### src/rtl/uart_packet_control_pkg.sv
// Shared types and constants for the UART packet command controller.
package uart_packet_control_pkg;

  typedef struct packed {
    logic       Valid;
    logic       SoP;
    logic       EoP;
    logic [7:0] Destination;
    logic [7:0] Source;
    logic [7:0] Length;
    logic [7:0] Data;
  } UART_PACKET;

  localparam logic [7:0] CMD_RD_LEN = 8'd1;
  localparam logic [7:0] CMD_WR_LEN = 8'd5;
  localparam logic [7:0] RSP_LEN    = 8'd5;

  typedef logic [2:0] CTRL_STATE;
  localparam CTRL_STATE StIdle    = 3'd0;
  localparam CTRL_STATE StRecv    = 3'd1;
  localparam CTRL_STATE StDiscard = 3'd2;
  localparam CTRL_STATE StExec    = 3'd3;
  localparam CTRL_STATE StSend    = 3'd4;

  function automatic logic cmd_len_ok(input logic [7:0] len);
    return (len == CMD_RD_LEN) || (len == CMD_WR_LEN);
  endfunction

endpackage

### src/rtl/uart_packet_control_tx_sequencer.sv
// Response path: presents a latched 5-byte payload on the Tx stream one byte at a time,
// advancing only on cycles where the packetiser accepts the current byte.
module packet_tx_sequencer
  import uart_packet_control_pkg::*;
#(
  parameter logic [7:0] LOCAL_ADDR = 8'h7A
) (
  input  logic        clk_i,
  input  logic        rst_i,
  input  logic        start_i,
  input  logic [39:0] payload_i,
  input  logic [7:0]  dest_i,
  input  logic        tx_ready_i,
  output UART_PACKET  tx_o,
  output logic        done_o
);

  localparam logic [2:0] LastIdx = 3'(RSP_LEN - 8'd1);

  logic        valid_q;
  logic [2:0]  idx_q;
  logic [39:0] payload_q;
  logic [7:0]  dest_q;
  logic [7:0]  byte_sel;
  logic        live;

  always_ff @(posedge clk_i) begin
    if (rst_i) begin
      valid_q   <= 1'b0;
      idx_q     <= '0;
      payload_q <= '0;
      dest_q    <= '0;
    end else if (start_i) begin
      valid_q   <= 1'b1;
      idx_q     <= '0;
      payload_q <= payload_i;
      dest_q    <= dest_i;
    end else if (valid_q && tx_ready_i) begin
      if (idx_q == LastIdx) begin
        valid_q <= 1'b0;
      end else begin
        idx_q <= idx_q + 3'd1;
      end
    end
  end

  always_comb begin
    case (idx_q)
      3'd0:    byte_sel = payload_q[7:0];
      3'd1:    byte_sel = payload_q[15:8];
      3'd2:    byte_sel = payload_q[23:16];
      3'd3:    byte_sel = payload_q[31:24];
      default: byte_sel = payload_q[39:32];
    endcase
  end

  // Gating with reset lets Valid fall in the very cycle reset is applied.
  assign live = valid_q && !rst_i;

  always_comb begin
    tx_o = '0;
    if (live) begin
      tx_o.Valid       = 1'b1;
      tx_o.SoP         = (idx_q == 3'd0);
      tx_o.EoP         = (idx_q == LastIdx);
      tx_o.Destination = dest_q;
      tx_o.Source      = LOCAL_ADDR;
      tx_o.Length      = RSP_LEN;
      tx_o.Data        = byte_sel;
    end
  end

  assign done_o = live && tx_ready_i && (idx_q == LastIdx);

endmodule

### src/rtl/uart_packet_control.sv
// Decodes received read/write packets for this node, drives the register bus and
// returns a 5-byte response packet through the Tx sequencer.
module uart_packet_control
  import uart_packet_control_pkg::*;
#(
  parameter logic [7:0]  LOCAL_ADDR = 8'h7A,
  parameter int unsigned RD_LATENCY = 1
) (
  input  logic        ipClk,
  input  logic        ipReset,
  input  UART_PACKET  ipRxStream,
  output UART_PACKET  opTxStream,
  input  logic        ipTxReady,
  output logic [7:0]  opAddress,
  output logic [31:0] opWrData,
  output logic        opWrEnable,
  output logic        opRdEnable,
  input  logic [31:0] ipRdData,
  output logic [7:0]  opDropCount
);

  CTRL_STATE   state_q, state_d;
  logic [7:0]  src_q, src_d;
  logic [7:0]  addr_q, addr_d;
  logic [7:0]  len_q, len_d;
  logic [7:0]  cnt_q, cnt_d;
  logic [31:0] data_q, data_d;
  logic [1:0]  wait_q, wait_d;
  logic [7:0]  address_q, address_d;
  logic [31:0] wr_data_q, wr_data_d;
  logic        wr_en_q, wr_en_d;
  logic        rd_en_q, rd_en_d;
  logic [7:0]  drop_q, drop_d;

  logic [1:0]  drop_inc;
  logic [8:0]  drop_sum;
  logic        take_sop;
  logic        rx_sop;
  logic [31:0] shifted;
  logic        tx_start;
  logic        tx_done;
  logic [31:0] rsp_data;

  assign rx_sop  = ipRxStream.Valid && ipRxStream.SoP;
  assign shifted = {ipRxStream.Data, data_q[31:8]};

  always_comb begin
    state_d   = state_q;
    src_d     = src_q;
    addr_d    = addr_q;
    len_d     = len_q;
    cnt_d     = cnt_q;
    data_d    = data_q;
    wait_d    = wait_q;
    address_d = address_q;
    wr_data_d = wr_data_q;
    wr_en_d   = 1'b0;
    rd_en_d   = 1'b0;
    drop_inc  = 2'd0;
    take_sop  = 1'b0;
    tx_start  = 1'b0;

    unique case (state_q)
      StIdle, StDiscard: begin
        if (rx_sop) begin
          take_sop = 1'b1;
        end else if (ipRxStream.Valid && ipRxStream.EoP) begin
          state_d = StIdle;
        end
      end
      StRecv: begin
        if (ipRxStream.Valid) begin
          if (ipRxStream.SoP) begin
            drop_inc = 2'd1;
            take_sop = 1'b1;
          end else begin
            cnt_d  = cnt_q + 8'd1;
            data_d = shifted;
            if (ipRxStream.EoP) begin
              if (cnt_q + 8'd1 == len_q) begin
                state_d   = StExec;
                wait_d    = '0;
                address_d = addr_q;
                wr_en_d   = (len_q == CMD_WR_LEN);
                rd_en_d   = (len_q == CMD_RD_LEN);
                if (len_q == CMD_WR_LEN) wr_data_d = shifted;
              end else begin
                drop_inc = 2'd1;
                state_d  = StIdle;
              end
            end
          end
        end
      end
      StExec: begin
        if (rx_sop) drop_inc = 2'd1;
        if (len_q == CMD_WR_LEN || wait_q == 2'(RD_LATENCY)) begin
          tx_start = 1'b1;
          state_d  = StSend;
        end else begin
          wait_d = wait_q + 2'd1;
        end
      end
      StSend: begin
        if (rx_sop) drop_inc = 2'd1;
        if (tx_done) state_d = StIdle;
      end
      default: state_d = StIdle;
    endcase

    // A new SoP is judged on its header alone, whatever state it interrupts.
    if (take_sop) begin
      if (ipRxStream.Destination == LOCAL_ADDR && cmd_len_ok(ipRxStream.Length)) begin
        src_d  = ipRxStream.Source;
        addr_d = ipRxStream.Data;
        len_d  = ipRxStream.Length;
        cnt_d  = 8'd1;
        data_d = '0;
        if (!ipRxStream.EoP) begin
          state_d = StRecv;
        end else if (ipRxStream.Length == CMD_RD_LEN) begin
          state_d   = StExec;
          wait_d    = '0;
          address_d = ipRxStream.Data;
          rd_en_d   = 1'b1;
        end else begin
          drop_inc = drop_inc + 2'd1;
          state_d  = StIdle;
        end
      end else begin
        drop_inc = drop_inc + 2'd1;
        state_d  = ipRxStream.EoP ? StIdle : StDiscard;
      end
    end
  end

  assign drop_sum = {1'b0, drop_q} + {7'd0, drop_inc};
  assign drop_d   = drop_sum[8] ? 8'hFF : drop_sum[7:0];

  always_ff @(posedge ipClk) begin
    if (ipReset) begin
      state_q   <= StIdle;
      src_q     <= '0;
      addr_q    <= '0;
      len_q     <= '0;
      cnt_q     <= '0;
      data_q    <= '0;
      wait_q    <= '0;
      address_q <= '0;
      wr_data_q <= '0;
      wr_en_q   <= 1'b0;
      rd_en_q   <= 1'b0;
      drop_q    <= '0;
    end else begin
      state_q   <= state_d;
      src_q     <= src_d;
      addr_q    <= addr_d;
      len_q     <= len_d;
      cnt_q     <= cnt_d;
      data_q    <= data_d;
      wait_q    <= wait_d;
      address_q <= address_d;
      wr_data_q <= wr_data_d;
      wr_en_q   <= wr_en_d;
      rd_en_q   <= rd_en_d;
      drop_q    <= drop_d;
    end
  end

  assign rsp_data = (len_q == CMD_WR_LEN) ? wr_data_q : ipRdData;

  packet_tx_sequencer #(
    .LOCAL_ADDR(LOCAL_ADDR)
  ) u_tx_seq (
    .clk_i     (ipClk),
    .rst_i     (ipReset),
    .start_i   (tx_start),
    .payload_i ({rsp_data, address_q}),
    .dest_i    (src_q),
    .tx_ready_i(ipTxReady),
    .tx_o      (opTxStream),
    .done_o    (tx_done)
  );

  assign opAddress   = address_q;
  assign opWrData    = wr_data_q;
  assign opWrEnable  = wr_en_q;
  assign opRdEnable  = rd_en_q;
  assign opDropCount = drop_q;

endmodule

### config.mk
export PLATFORM = sky130hd
export DESIGN_NAME = uart_packet_control
export DESIGN_NICKNAME = d
export VERILOG_FILES = /design/src/rtl/uart_packet_control_pkg.sv /design/src/rtl/uart_packet_control_tx_sequencer.sv /design/src/rtl/uart_packet_control.sv
export SDC_FILE = /design/constraint.sdc
export NUM_CORES = 1
export LEC_CHECK = 0
export CAP_MARGIN = 20
export CORE_MARGIN = 2
export CORE_UTILIZATION = 50
export DETAILED_ROUTE_END_ITERATION = 8
export HOLD_SLACK_MARGIN = 0.08
export PLACE_DENSITY_LB_ADDON = 0.15
export RECOVER_POWER = 100
export REMOVE_ABC_BUFFERS = 1
export SLEW_MARGIN = 15
export SYNTH_ARGS = -nofsm -noshare
export SYNTH_HDL_FRONTEND = slang
export SYNTH_SLANG_ARGS = --single-unit
### constraint.sdc
create_clock -name ipClk -period 7 [get_ports ipClk]
set_clock_uncertainty 0.2 [all_clocks]
set_input_delay 1.4 -clock ipClk [delete_from_list [all_inputs] [get_ports ipClk]]
set_output_delay 1.4 -clock ipClk [all_outputs]
set_load 0.01 [all_outputs]
==> impl_metrics.toml, run 1 <==
[synth]
yosysSeqAreaShare = 0.439
synth-main-ff-cell = "dfxtp_1"
yosys-top-cells-area = "dfxtp_1 44%, mux2i_1 8.8%, nand2_1 6.0%"
synth-async-reset-ratio = 0
netlist_area_mm2 = 0.00743
syn_inst = 821
syn_avg_cell_area_um2 = 9.04
ys_ff_latch = 163
yosysTopAreaCell = "dfxtp_1"
ys_types = 56
synth_top_area_share = 0.439
synth_edf_count = 0
ys_top_cells_by_count = "163 x dfxtp_1, 119 x nand2_1, 67 x nand2b_1, 65 x mux2i_1, 59 x a21oi_1"
yosysMostFrequentCell = "dfxtp_1"
ys.warnings.count = 0

[die]
die-area_mm2 = 0.0158
coreArea_mm2 = 0.0145
die_w_um = 126
io_pins = 155
start_util = 0.511
placementRows = 44
die_y_um = 126

[worst_setup_path]
startpoint = "ipReset"
worstPathCellList = "buf_2 -> clkbuf_1 -> nor2_4 -> buf_16 -> a22o_1"
critPathMaxStageDelay_ns = 2.72
timing_worst_setup_path_type = "in -> reg"
worstPathMaxFanout = 105
critPathBufInv = 3
critPathLaunchType = "input port"
cp.required_ns = 7.12
critPathTopFamily = "buffers and inverters"
endpoint_kind = "flop"
cp.arrival_ns = 5.69
crit-reg2reg-launch = "cnt_q[0]"
crit_slowest_cell = "clkbuf_1"

[clocking]
cts_root_buf = "clkbuf_16"
hold_buffers = 0
cts_tree = "built"
cts_resized = 0
cts_inserted_buffers = 17
post-cts-setup-buffers = 0
cts.sinks = 163
cts_buffer_depth = 2
htree_num_levels = 4
clock_latency_ns = 0.43
path_clk_slew_ns = 0.06

[drt]
wl_mm = 19.3
viasPerCell = 5.69
ant_nets = 0
num_vias = 6435
drc_errors = 0
wire_per_inst_um = 17.1
drt_iter0_drc = 467
first_pass_iters = 6

[timing]
period_minus_slack_ns = 5.57
fmax_mhz = 180
tns_ns = 0
hold_viol_final = 0
rsz0062_at_grt = "false"
report.final.setup_viol = 0
drv_slew = 106
slew_headroom = -1.59
period_share = 0.795
setup_slack_ns = 1.43
worst_pin_slew_ns = 3.88

[global_route]
grt_max_degree = 106
grt_pass1_wl_mm = 30.8
grt_pass1_vias = 6159
antenna_found_initial = 0
grt_usage = 0.241
gr-total-overflow = 0

[power_and_ir_drop]
power.density_mw_per_mm2 = 227
vdd.ir_drop.worst_uv = 172
leakagePower_nw = 3.72

[finish]
drive_above_1_share = 0.0549
nNetsFinal = 1015
area_growth_syn_to_layout_pct = 27.7
largest_register_ffs = 40
n_antenna_cell = 0
fin_area_mm2 = 0.00948
nFillCells = 1251
regMostFlops = "u_tx_seq.payload_q"

[place]
dp_hpwl_mm = 13.0
io_buffers = 145
pre_cts_ws_ns = 2.07
place_area_mm2 = 0.00887
routabilityCongestion = 0.771

[status]
violations = "max-capacitance violations, max-slew violations"
status = "finished with violations"

[run]
maxCapViolCount = 1

[hold_path]
hp-start = "addr_q[2]"
holdCritPathClass = "reg -> reg"
[per-layer routing]
| metal | wire (um) | global-route usage |
|---|---|---|
| met5 | 0 | 0 |
| met1 | 8480 | 0.308 |
| met3 | 1050 | 0.0404 |
| met2 | 9430 | 0.415 |
| met4 | 345 | 0.0834 |
[cells in the final DEF, fill, tap and decap left out, types with 11 or more instances in the layout]
| cell type | instances |
|---|---|
| dfxtp_1 | 163 |
| nand2_1 | 119 |
| dlygate4sd3_1 | 73 |
| clkdlybuf4s50_1 | 71 |
| nand2b_1 | 67 |
| mux2i_1 | 65 |
| a21oi_1 | 59 |
| nor2_1 | 49 |
| o2bb2ai_1 | 32 |
| clkbuf_16 | 17 |
| a22o_1 | 16 |
| inv_1 | 15 |
| xnor2_1 | 13 |
| nand4_1 | 11 |
[stage by stage]
stage / util / total power, mW / instances / hold slack (ns)
6_report: 0.653 / 2.16 / 1131 / 0.256
2_1_floorplan: - / 1.11 / 759 / 0.230
4_1_cts: 0.652 / 2.17 / 1130 / 0.255
5_1_grt: 0.653 / 2.23 / 1131 / 0.267
3_3_place_gp: 0.609 / 1.21 / 1096 / 0.242
3_5_place_dp: 0.610 / 1.21 / 1098 / 0.247
[logic make-up after synthesis]
logic type,count (synthesis),synth area share
multiplexers,65,0.0876
flip-flops,163,0.439
adder cells (fa/ha/maj),11,0.0195
AND/OR/NAND/NOR,315,0.217
AO/OA/AOI/OAI,161,0.156
buffers and inverters,85,0.0568
XOR/XNOR,20,0.0236
other,1,0.000505
[cell type report]
cell class | instances | area, um^2 | area share
clock buffer | 17 | 425 | 0.0449
clock inverter | 15 | 181 | 0.0191
inverter | 15 | 56.3 | 0.00594
multi-input combinational | 581 | 3780 | 0.398
sequential | 163 | 3260 | 0.344
tap | 184 | 230 | 0.0243
timing repair buffer | 156 | 1550 | 0.163
[path summary, 6_finish.rpt]
check,end,slack [ns],cells after the start
max,u_tx_seq.payload_q[4],1.43,5
min,addr_q[2],0.26,2
max reg2reg,opDropCount[1],1.66,17
min reg2reg,addr_q[2],0.26,2
[report_power, final]
group,internal [mW],switching (mW),leakage (nW)
registers,0.946,0.0241,1.31
clock network,0.564,0.395,0.288
logic,0.105,0.124,2.12
total,1.61,0.543,3.72
[tightest hold or removal path, stage by stage, from the launching register on]
cell     delay, ns
dfxtp_1       0.31
nand2_1       0.05
a21oi_1       0.05
Note: power is estimated with default switching activity, not from simulation.
==> run 2: changes to the inputs <==
CORE_UTILIZATION = 46   (was 50)
clock period = 4.6 ns   (was 7 ns; I/O delays follow)
==> run 2 against run 1 <==
  * The run still ends with max-capacitance violations, max-slew violations left
  * Combinational power up 49%
  * Register-to-register slack worse by 1.3 ns
  * Die area up 8.4%
  * Worst hold slack worse by 0.00059 ns
  * Sequential power up 52%
  * Critical endpoint is now opTxStream[2]
==> impl_metrics.toml, run 2 (same netlist as run 1, synthesis figures left out) <==
[timing]
report.final.setup_viol = 0
worst_pin_slew_ns = 1.86
period_minus_slack_ns = 4.32
setup_slack_ns = 0.285
hold_ws_ns = 0.255
drv_slew = 25
rsz0062_at_grt = "false"
period_share = 0.938
slew_headroom = -0.246
fmax_mhz = 232
hold_viol_final = 0
tns_ns = 0

[worst_setup_path]
crit_slowest_cell = "dlygate4sd3_1"
timing_worst_setup_path_type = "reg -> out"
critPathTopFamily = "buffers and inverters"
worstPathCellList = "inv_1 -> ha_1 -> or3_1 -> a21oi_1 -> buf_4 -> a221oi_1 -> nor2_1 -> dlygate4sd3_1"
cp.required_ns = 3.48
critPathLaunchType = "flop"
critPathBufInv = 3
worstPathMaxFanout = 9
critPathMaxStageDelay_ns = 0.63
cp.arrival_ns = 3.20
endpoint_kind = "primary output"

[drt]
drt_iter0_drc = 457
num_vias = 6234
viasPerCell = 5.33
wire_per_inst_um = 16.7
wl_mm = 19.6
ant_nets = 0
first_pass_iters = 6
drc_errors = 0

[clocking]
cts_tree = "built"
cts_root_buf = "clkbuf_16"
cts_resized = 0
cts.sinks = 163
clock_latency_ns = 0.42
path_clk_slew_ns = 0.06
cts_inserted_buffers = 17
htree_num_levels = 4
hold_buffers = 0
cts_buffer_depth = 2
post-cts-setup-buffers = 0

[finish]
utilization = 0.604
regMostFlops = "u_tx_seq.payload_q"
nNetsFinal = 1023
area_growth_syn_to_layout_pct = 28.7
final_common_cell = "dfxtp_1"
fin_area_mm2 = 0.00956
nFillCells = 1425
largest_register_ffs = 40
n_antenna_cell = 0
final_cells = 1170
drive_above_1_share = 0.0566
layout_common_cells = "163 x dfxtp_1, 119 x nand2_1, 75 x dlygate4sd3_1"

[power_and_ir_drop]
power.density_mw_per_mm2 = 345
power.total_mw = 3.29
vdd.ir_drop.worst_uv = 280
leakagePower_nw = 3.76

[hold_path]
holdCritPathClass = "reg -> reg"

[place]
dp_hpwl_mm = 13.1
place_inst = 1139
io_buffers = 145
routabilityCongestion = 0.830
pre_cts_ws_ns = 0.200
place_area_mm2 = 0.00898

[global_route]
grt_usage = 0.234
gr-total-overflow = 0
antenna_found_initial = 0
grt_pass1_vias = 5891
grt_pass1_wl_mm = 30.6
grt_max_degree = 74

[die]
start_util = 0.469
die_w_um = 131
coreArea_mm2 = 0.0158
die_y_um = 131
die-area_mm2 = 0.0172
io_pins = 155
placementRows = 46

[status]
violations = "max-capacitance violations, max-slew violations"
status = "finished with violations"

[run]
maxCapViolCount = 1
==> run 2: cell types whose count changed in the layout (fill, tap and decap cells not counted), sizes merged <==
cell           before  now
buf                10   15
clkinvlp            4    1
dlygate4sd3        73   75
clkinv              5    2
clkdlybuf4s50      71   69
inv                18   16
clkbuf             19   29
==> run 2: worst reg2reg max path: stages, from the launching register on <==
cell and delay, ns:
dfxtp_1 0.42, ha_1 0.23, nand2_1 0.16, o211a_1 0.28, nor4b_4 0.39, and4bb_2 0.29, o21ai_0 0.09, ha_1 0.31
a21oi_1 0.08, o32ai_1 0.28, a211o_1 0.14, ha_1 0.15, inv_1 0.05, fa_1 0.40, nand2b_1 0.20, nor2_1 0.16
nand3_2 0.16, a21oi_1 0.18
==> run 2: final timing paths <==
| path | from | end | slack (ns) | cells past startpoint |
|---|---|---|---|---|
| max reg2reg | cnt_q[0] | opDropCount[1] | 0.35 | 17 |
| max | u_tx_seq.idx_q[0] | opTxStream[2] | 0.28 | 8 |
| min reg2reg | src_q[0] | src_q[0] | 0.26 | 2 |
| min | src_q[0] | src_q[0] | 0.26 | 2 |
==> run 2: report_power, final <==
group	switching, mW	total [mW]	internal (mW)
registers	0.0331	1.47	1.44
logic	0.185	0.342	0.157
clock network	0.555	1.48	0.925
==> run 2: final cells by class <==
cell class | count | area [um^2] | share of cell area
Inverter | 15 | 56.3 | 0.00589
Multi-Input combinational cell | 581 | 3770 | 0.395
Sequential cell | 163 | 3260 | 0.341
Clock inverter | 7 | 120 | 0.0126
Tap cell | 216 | 270 | 0.0283
Clock buffer | 24 | 502 | 0.0525
Timing Repair Buffer | 164 | 1570 | 0.164
==> run 2: routing by layer <==
layer | vias up | wire [um] | GRT usage
met5 | - | 0 | 0
met4 | 0 | 159 | 0.0688
met3 | 16 | 1310 | 0.0459
met2 | 196 | 9320 | 0.385
met1 | 2923 | 8810 | 0.312
li1 | 3099 | - | -
==> run 3: changes to the inputs <==
GPL_ROUTABILITY_DRIVEN = 0   (was unset)
==> results of run 3 <==
No change in the layout: final DEF, timing and power equal those of run 2.
